--- config.mk ---
export PLATFORM = sky130hd
export DESIGN_NAME = vga_sync_stage
export DESIGN_NICKNAME = d
export VERILOG_FILES = /design/src/rtl/vga_sync_stage.sv
export SDC_FILE = /design/constraint.sdc
export NUM_CORES = 1
export LEC_CHECK = 0
export CAP_MARGIN = 10
export CORE_MARGIN = 4
export CORE_UTILIZATION = 38
export CTS_CLUSTER_SIZE = 24
export DETAILED_ROUTE_END_ITERATION = 8
export PLACE_DENSITY = 0.71
export SLEW_MARGIN = 15
export SYNTH_ARGS = -nofsm -noshare
export SYNTH_HDL_FRONTEND = slang
export SYNTH_SLANG_ARGS = --single-unit
--- constraint.sdc ---
create_clock -name CLOCK -period 1.75 [get_ports CLOCK]
set_input_delay 0.35 -clock CLOCK [delete_from_list [all_inputs] [get_ports CLOCK]]
set_output_delay 0.35 -clock CLOCK [all_outputs]
set_load 0.005 [all_outputs]
--- src/rtl/vga_sync_stage.sv ---
// vga_sync_stage
// Registered VGA timing decoder placed directly after the horizontal/vertical
// pixel counters. It turns the raw counts and their terminal flags into sync
// pulses, a video gate, visible-region coordinates, and frame bookkeeping. It
// tracks lock to the counter chain, and out-of-range counts force a relock.
//
// Ports
//   CLOCK       system clock (single domain)
//   Reset       synchronous, active-high reset
//   PixelTick   pixel enable; the upstream counters advance on the same edges
//   HCount      horizontal count (10 bits)
//   VCount      vertical count (10 bits)
//   HTerminal   last pixel of the line
//   VTerminal   last line of the frame
//   HSync       horizontal sync, active low
//   VSync       vertical sync, active low
//   VideoOn     visible pixel and stage locked (registered)
//   PixelX      HCount while visible, else 0
//   PixelY      VCount while visible, else 0
//   FrameTick   one-CLOCK pulse on each valid frame boundary
//   FrameCount  frames completed while locked, wraps at 8 bits
//   Locked      high while RUNNING
//   RangeError  sticky flag: a count reached or passed its total
module vga_sync_stage #(
  parameter int HVisible   = 640,
  parameter int HFront     = 16,
  parameter int HSyncWidth = 96,
  parameter int HBack      = 48,
  parameter int VVisible   = 480,
  parameter int VFront     = 10,
  parameter int VSyncWidth = 2,
  parameter int VBack      = 33
) (
  input  logic       CLOCK,
  input  logic       Reset,
  input  logic       PixelTick,
  input  logic [9:0] HCount,
  input  logic [9:0] VCount,
  input  logic       HTerminal,
  input  logic       VTerminal,
  output logic       HSync,
  output logic       VSync,
  output logic       VideoOn,
  output logic [9:0] PixelX,
  output logic [9:0] PixelY,
  output logic       FrameTick,
  output logic [7:0] FrameCount,
  output logic       Locked,
  output logic       RangeError
);

  // Every threshold is held in 11 bits so that the sums cannot wrap.
  localparam logic [10:0] HVis       = 11'(HVisible);
  localparam logic [10:0] HSyncStart = 11'(HVisible + HFront);
  localparam logic [10:0] HSyncEnd   = 11'(HVisible + HFront + HSyncWidth);
  localparam logic [10:0] HTotal     = 11'(HVisible + HFront + HSyncWidth + HBack);
  localparam logic [10:0] VVis       = 11'(VVisible);
  localparam logic [10:0] VSyncStart = 11'(VVisible + VFront);
  localparam logic [10:0] VSyncEnd   = 11'(VVisible + VFront + VSyncWidth);
  localparam logic [10:0] VTotal     = 11'(VVisible + VFront + VSyncWidth + VBack);

  typedef enum logic {
    SYNCING = 1'b0,
    RUNNING = 1'b1
  } state_e;

  state_e     state_q, state_d;
  logic       hsync_q, hsync_d;
  logic       vsync_q, vsync_d;
  logic       video_q, video_d;
  logic [9:0] px_q, px_d;
  logic [9:0] py_q, py_d;
  logic       ftick_q, ftick_d;
  logic [7:0] fcount_q, fcount_d;
  logic       rerr_q, rerr_d;

  logic [10:0] h_ext, v_ext;
  logic        visible, hsync_win, vsync_win, bad, boundary;

  assign h_ext     = {1'b0, HCount};
  assign v_ext     = {1'b0, VCount};
  assign visible   = (h_ext < HVis) && (v_ext < VVis);
  assign hsync_win = (h_ext >= HSyncStart) && (h_ext < HSyncEnd);
  assign vsync_win = (v_ext >= VSyncStart) && (v_ext < VSyncEnd);
  assign bad       = (h_ext >= HTotal) || (v_ext >= VTotal);
  // A boundary that coincides with an out-of-range count does not count.
  assign boundary  = HTerminal && VTerminal && !bad;

  always_comb begin
    state_d  = state_q;
    hsync_d  = hsync_q;
    vsync_d  = vsync_q;
    video_d  = video_q;
    px_d     = px_q;
    py_d     = py_q;
    ftick_d  = 1'b0;
    fcount_d = fcount_q;
    rerr_d   = rerr_q;
    if (PixelTick) begin
      hsync_d = !hsync_win;
      vsync_d = !vsync_win;
      // Uses the present state, so the edge that enters RUNNING still blanks.
      video_d = visible && (state_q == RUNNING);
      px_d    = visible ? HCount : 10'd0;
      py_d    = visible ? VCount : 10'd0;
      ftick_d = boundary;
      if (boundary && (state_q == RUNNING)) begin
        fcount_d = fcount_q + 8'd1;
      end
      if (bad) begin
        rerr_d  = 1'b1;
        state_d = SYNCING;
      end else if (boundary) begin
        state_d = RUNNING;
      end
    end
  end

  always_ff @(posedge CLOCK) begin
    if (Reset) begin
      state_q  <= SYNCING;
      hsync_q  <= 1'b1;
      vsync_q  <= 1'b1;
      video_q  <= 1'b0;
      px_q     <= 10'd0;
      py_q     <= 10'd0;
      ftick_q  <= 1'b0;
      fcount_q <= 8'd0;
      rerr_q   <= 1'b0;
    end else begin
      state_q  <= state_d;
      hsync_q  <= hsync_d;
      vsync_q  <= vsync_d;
      video_q  <= video_d;
      px_q     <= px_d;
      py_q     <= py_d;
      ftick_q  <= ftick_d;
      fcount_q <= fcount_d;
      rerr_q   <= rerr_d;
    end
  end

  assign HSync      = hsync_q;
  assign VSync      = vsync_q;
  assign VideoOn    = video_q;
  assign PixelX     = px_q;
  assign PixelY     = py_q;
  assign FrameTick  = ftick_q;
  assign FrameCount = fcount_q;
  assign Locked     = (state_q == RUNNING);
  assign RangeError = rerr_q;

endmodule

==> impl_metrics.ini <==
[drt]
antenna_left = 0
drt_iter0_markers = 61
avgViaCountPerCell = 5.10
drc = 0
routed_wl_mm = 4.19
wl_per_cell_um = 14.8
vias = 1449
dr.pass1.iters = 4

[worst_setup_path]
endpoint_kind = flop
r2r-start = FrameCount[2]$_SDFFE_PP0P_
cp-start-kind = primary input
worstPathCellList = buf_6 -> or4_4 -> o21a_4 -> buf_12 -> buf_6 -> nor4_4 -> mux2_4
cpPeakStageDelay_ns = 0.52
rrSetupSlack_ns = 0.16
crit_required_ns = 1.93
path_max_fanout = 7
startpoint = VCount[8]
timing.rr.end = FrameCount[7]$_SDFFE_PP0P_
crit_path_end = FrameCount[3]$_SDFFE_PP0P_
worst_ep_arrival_time_ns = 1.93
slowest_stage = or4_4
crit_type = in -> reg
worst_path_most_repeated_cell = buf_6
worstRegToRegCells = 4

[cells_and_area]
final_common_cell = clkdlybuf4s50_1
fin_util = 0.680
diodes = 0
final_cell_mix = clkdlybuf4s50_1, dfxtp_1, buf_4, nor2_1, a22o_1
fin_cells = 284
syn_to_final_growth_pct = 70.6
drive_gt1_frac = 0.258
nets = 261

[global_routing]
grt_overflow = 0
grt_pass1_wl_mm = 6.83
globalRouteTotalUtil = 0.173
grt_pass1_vias = 1480
grt_max_degree = 23
antenna_found_initial = 0

[clocking]
root_buffer = clkbuf_8
cts_sinks = 34
cts.path.max_buffers = 2
cts_max_level = 2
insertion_delay_ns = 0.28
ctsHoldBuffers = 0
cts.clk_slew.worst_paths_ns = 0.07
cts_buffers = 5
cts_tree = done

[power_and_ir_drop]
total_power_mw = 1.65
clockPowerShare = 0.355
p_comb_frac = 0.159
swShare = 0.235
power_frac_seq = 0.486
internal-power_mw = 1.26
p_switching_mw = 0.388
vdd_drop_max_v = 0.000506
cellPowerDensity_nw_per_um2 = 657
leakage_nw = 0.977

[logic_synthesis]
ys_ff_latch = 34
netlist_area_um2 = 1470
synth_fp_nets = 171
netlist_instances = 145
yosys_warnings = 0
yosys.area.top_type_share = 0.463
async_flop_share = 0
synth_top_cell_by_area = dfxtp_1
netlist-cell-type-count = 33
synth-edff-count = 0
synth_top_cells_by_area = dfxtp_1, a22o_1, nor2b_1
synth-main-ff-cell = dfxtp_1
ys_seq_area_frac = 0.463
synth_area_per_cell_um2 = 10.1

[timing]
slew-limit-headroom = 0.601
setup_viol = 0
finalCritPeriodShare = 0.999
setup_tns_ns = 0
drv_slew = 0
grt_setup_unrepaired = true
worst_slew_pin_slew_ns = 0.598
min_period_ns = 1.75
skew_ns = 0.00405
hold_viol_final = 0
max_freq_mhz = 572

[die]
die_h_um = 70.2
core-area_um2 = 3690
dieWidth_um = 70.2
start_util = 0.399
row_count = 22
dieArea_um2 = 4930
io_pins = 59

[placed_design]
dp_hpwl_mm = 3.11
placedCellCount = 271
gp_congestion = 0.767
port_buffers = 58

[worst_hold_path]
hp-class = in -> reg

[run]
cap_viol_max_count = 0

[status]
outcome = completed
routing by layer:
metal	vias to the layer above	track usage	share of wire
met2	55	0.286	0.50
met3	13	0.0518	0.057
met4	0	0.0915	0.023
li1	705	-	-
met5	-	0	0
met1	676	0.200	0.42
worst max-delay path, delay by kind of cell:
family | cells | cell delay [ns]
multiplexers | 1 | 0.32
AND/OR/NAND/NOR | 2 | 0.67
buffers and inverters | 3 | 0.35
AO/OA/AOI/OAI | 1 | 0.22
kinds of logic (layout without fill, tap and decap cells):
group,Yosys count,in the layout,synth area share
buf+inv,8,99,0.0204
simple gates,65,65,0.294
compound gates,29,29,0.153
mux,8,8,0.0604
fa+ha+maj,1,1,0.00851
flops,34,34,0.463
area by class of cell:
class                   instances  area (µm²)
fillers                       282        1180
repair buffers                 90         846
multi-input cells             103         826
flip-flops and latches         34         681
clock buffers                   7        86.3
well taps                      48        60.1
clock inverters                 1        5.00
inverters                       1        3.75
metrics by stage:
stage	instance area, µm²	hold slack, ns	worst slack (ns)
floorplan	1470	0.442	-0.0928
global route	2510	0.401	-0.0225
CTS	2480	0.377	-0.0484
detailed placement	2300	0.453	-0.640
finish	2510	0.385	0.00125
global placement	2300	0.439	-0.579
timing repair:
| item | in CTS | in global routing |
|---|---|---|
| pin swaps | 8 | 2 |
| gates resized for setup | 31 | 5 |
| endpoints found under the setup margin | 26 | 6 |
| setup buffers | 4 | 1 |
cell usage after synthesis (4+ instances only):
library cell / instances
dfxtp_1: 34
nor4_2: 4
a21oi_1: 7
nor2b_1: 13
nor2_1: 16
mux2_1: 7
nand2b_1: 4
clkbuf_1: 7
a22o_1: 14
nand2_1: 5
nor3_1: 4
power groups by stage:
stage,logic (mW),clock network [mW],registers (mW)
2_1_floorplan,0.0693,0,0.818
3_3_place_gp,0.231,0,0.817
3_5_place_dp,0.237,0,0.817
4_1_cts,0.256,0.594,0.800
5_1_grt,0.280,0.630,0.802
6_report,0.261,0.586,0.800
worst min path at each step:
stage / from / endpoint / slack [ns] / cells after the start
2_1_floorplan: RangeError$_SDFFE_PP0P_ / RangeError$_SDFFE_PP0P_ / 0.44 / 2
3_3_place_gp: RangeError$_SDFFE_PP0P_ / RangeError$_SDFFE_PP0P_ / 0.44 / 2
3_5_place_dp: RangeError$_SDFFE_PP0P_ / RangeError$_SDFFE_PP0P_ / 0.45 / 2
4_1_cts: VCount[8] / PixelY[8]$_SDFFE_PP0P_ / 0.38 / 3
5_1_grt: VCount[5] / PixelY[5]$_SDFFE_PP0P_ / 0.40 / 3
6_report: VCount[5] / PixelY[5]$_SDFFE_PP0P_ / 0.38 / 3
(Power assumes the default switching activity.)
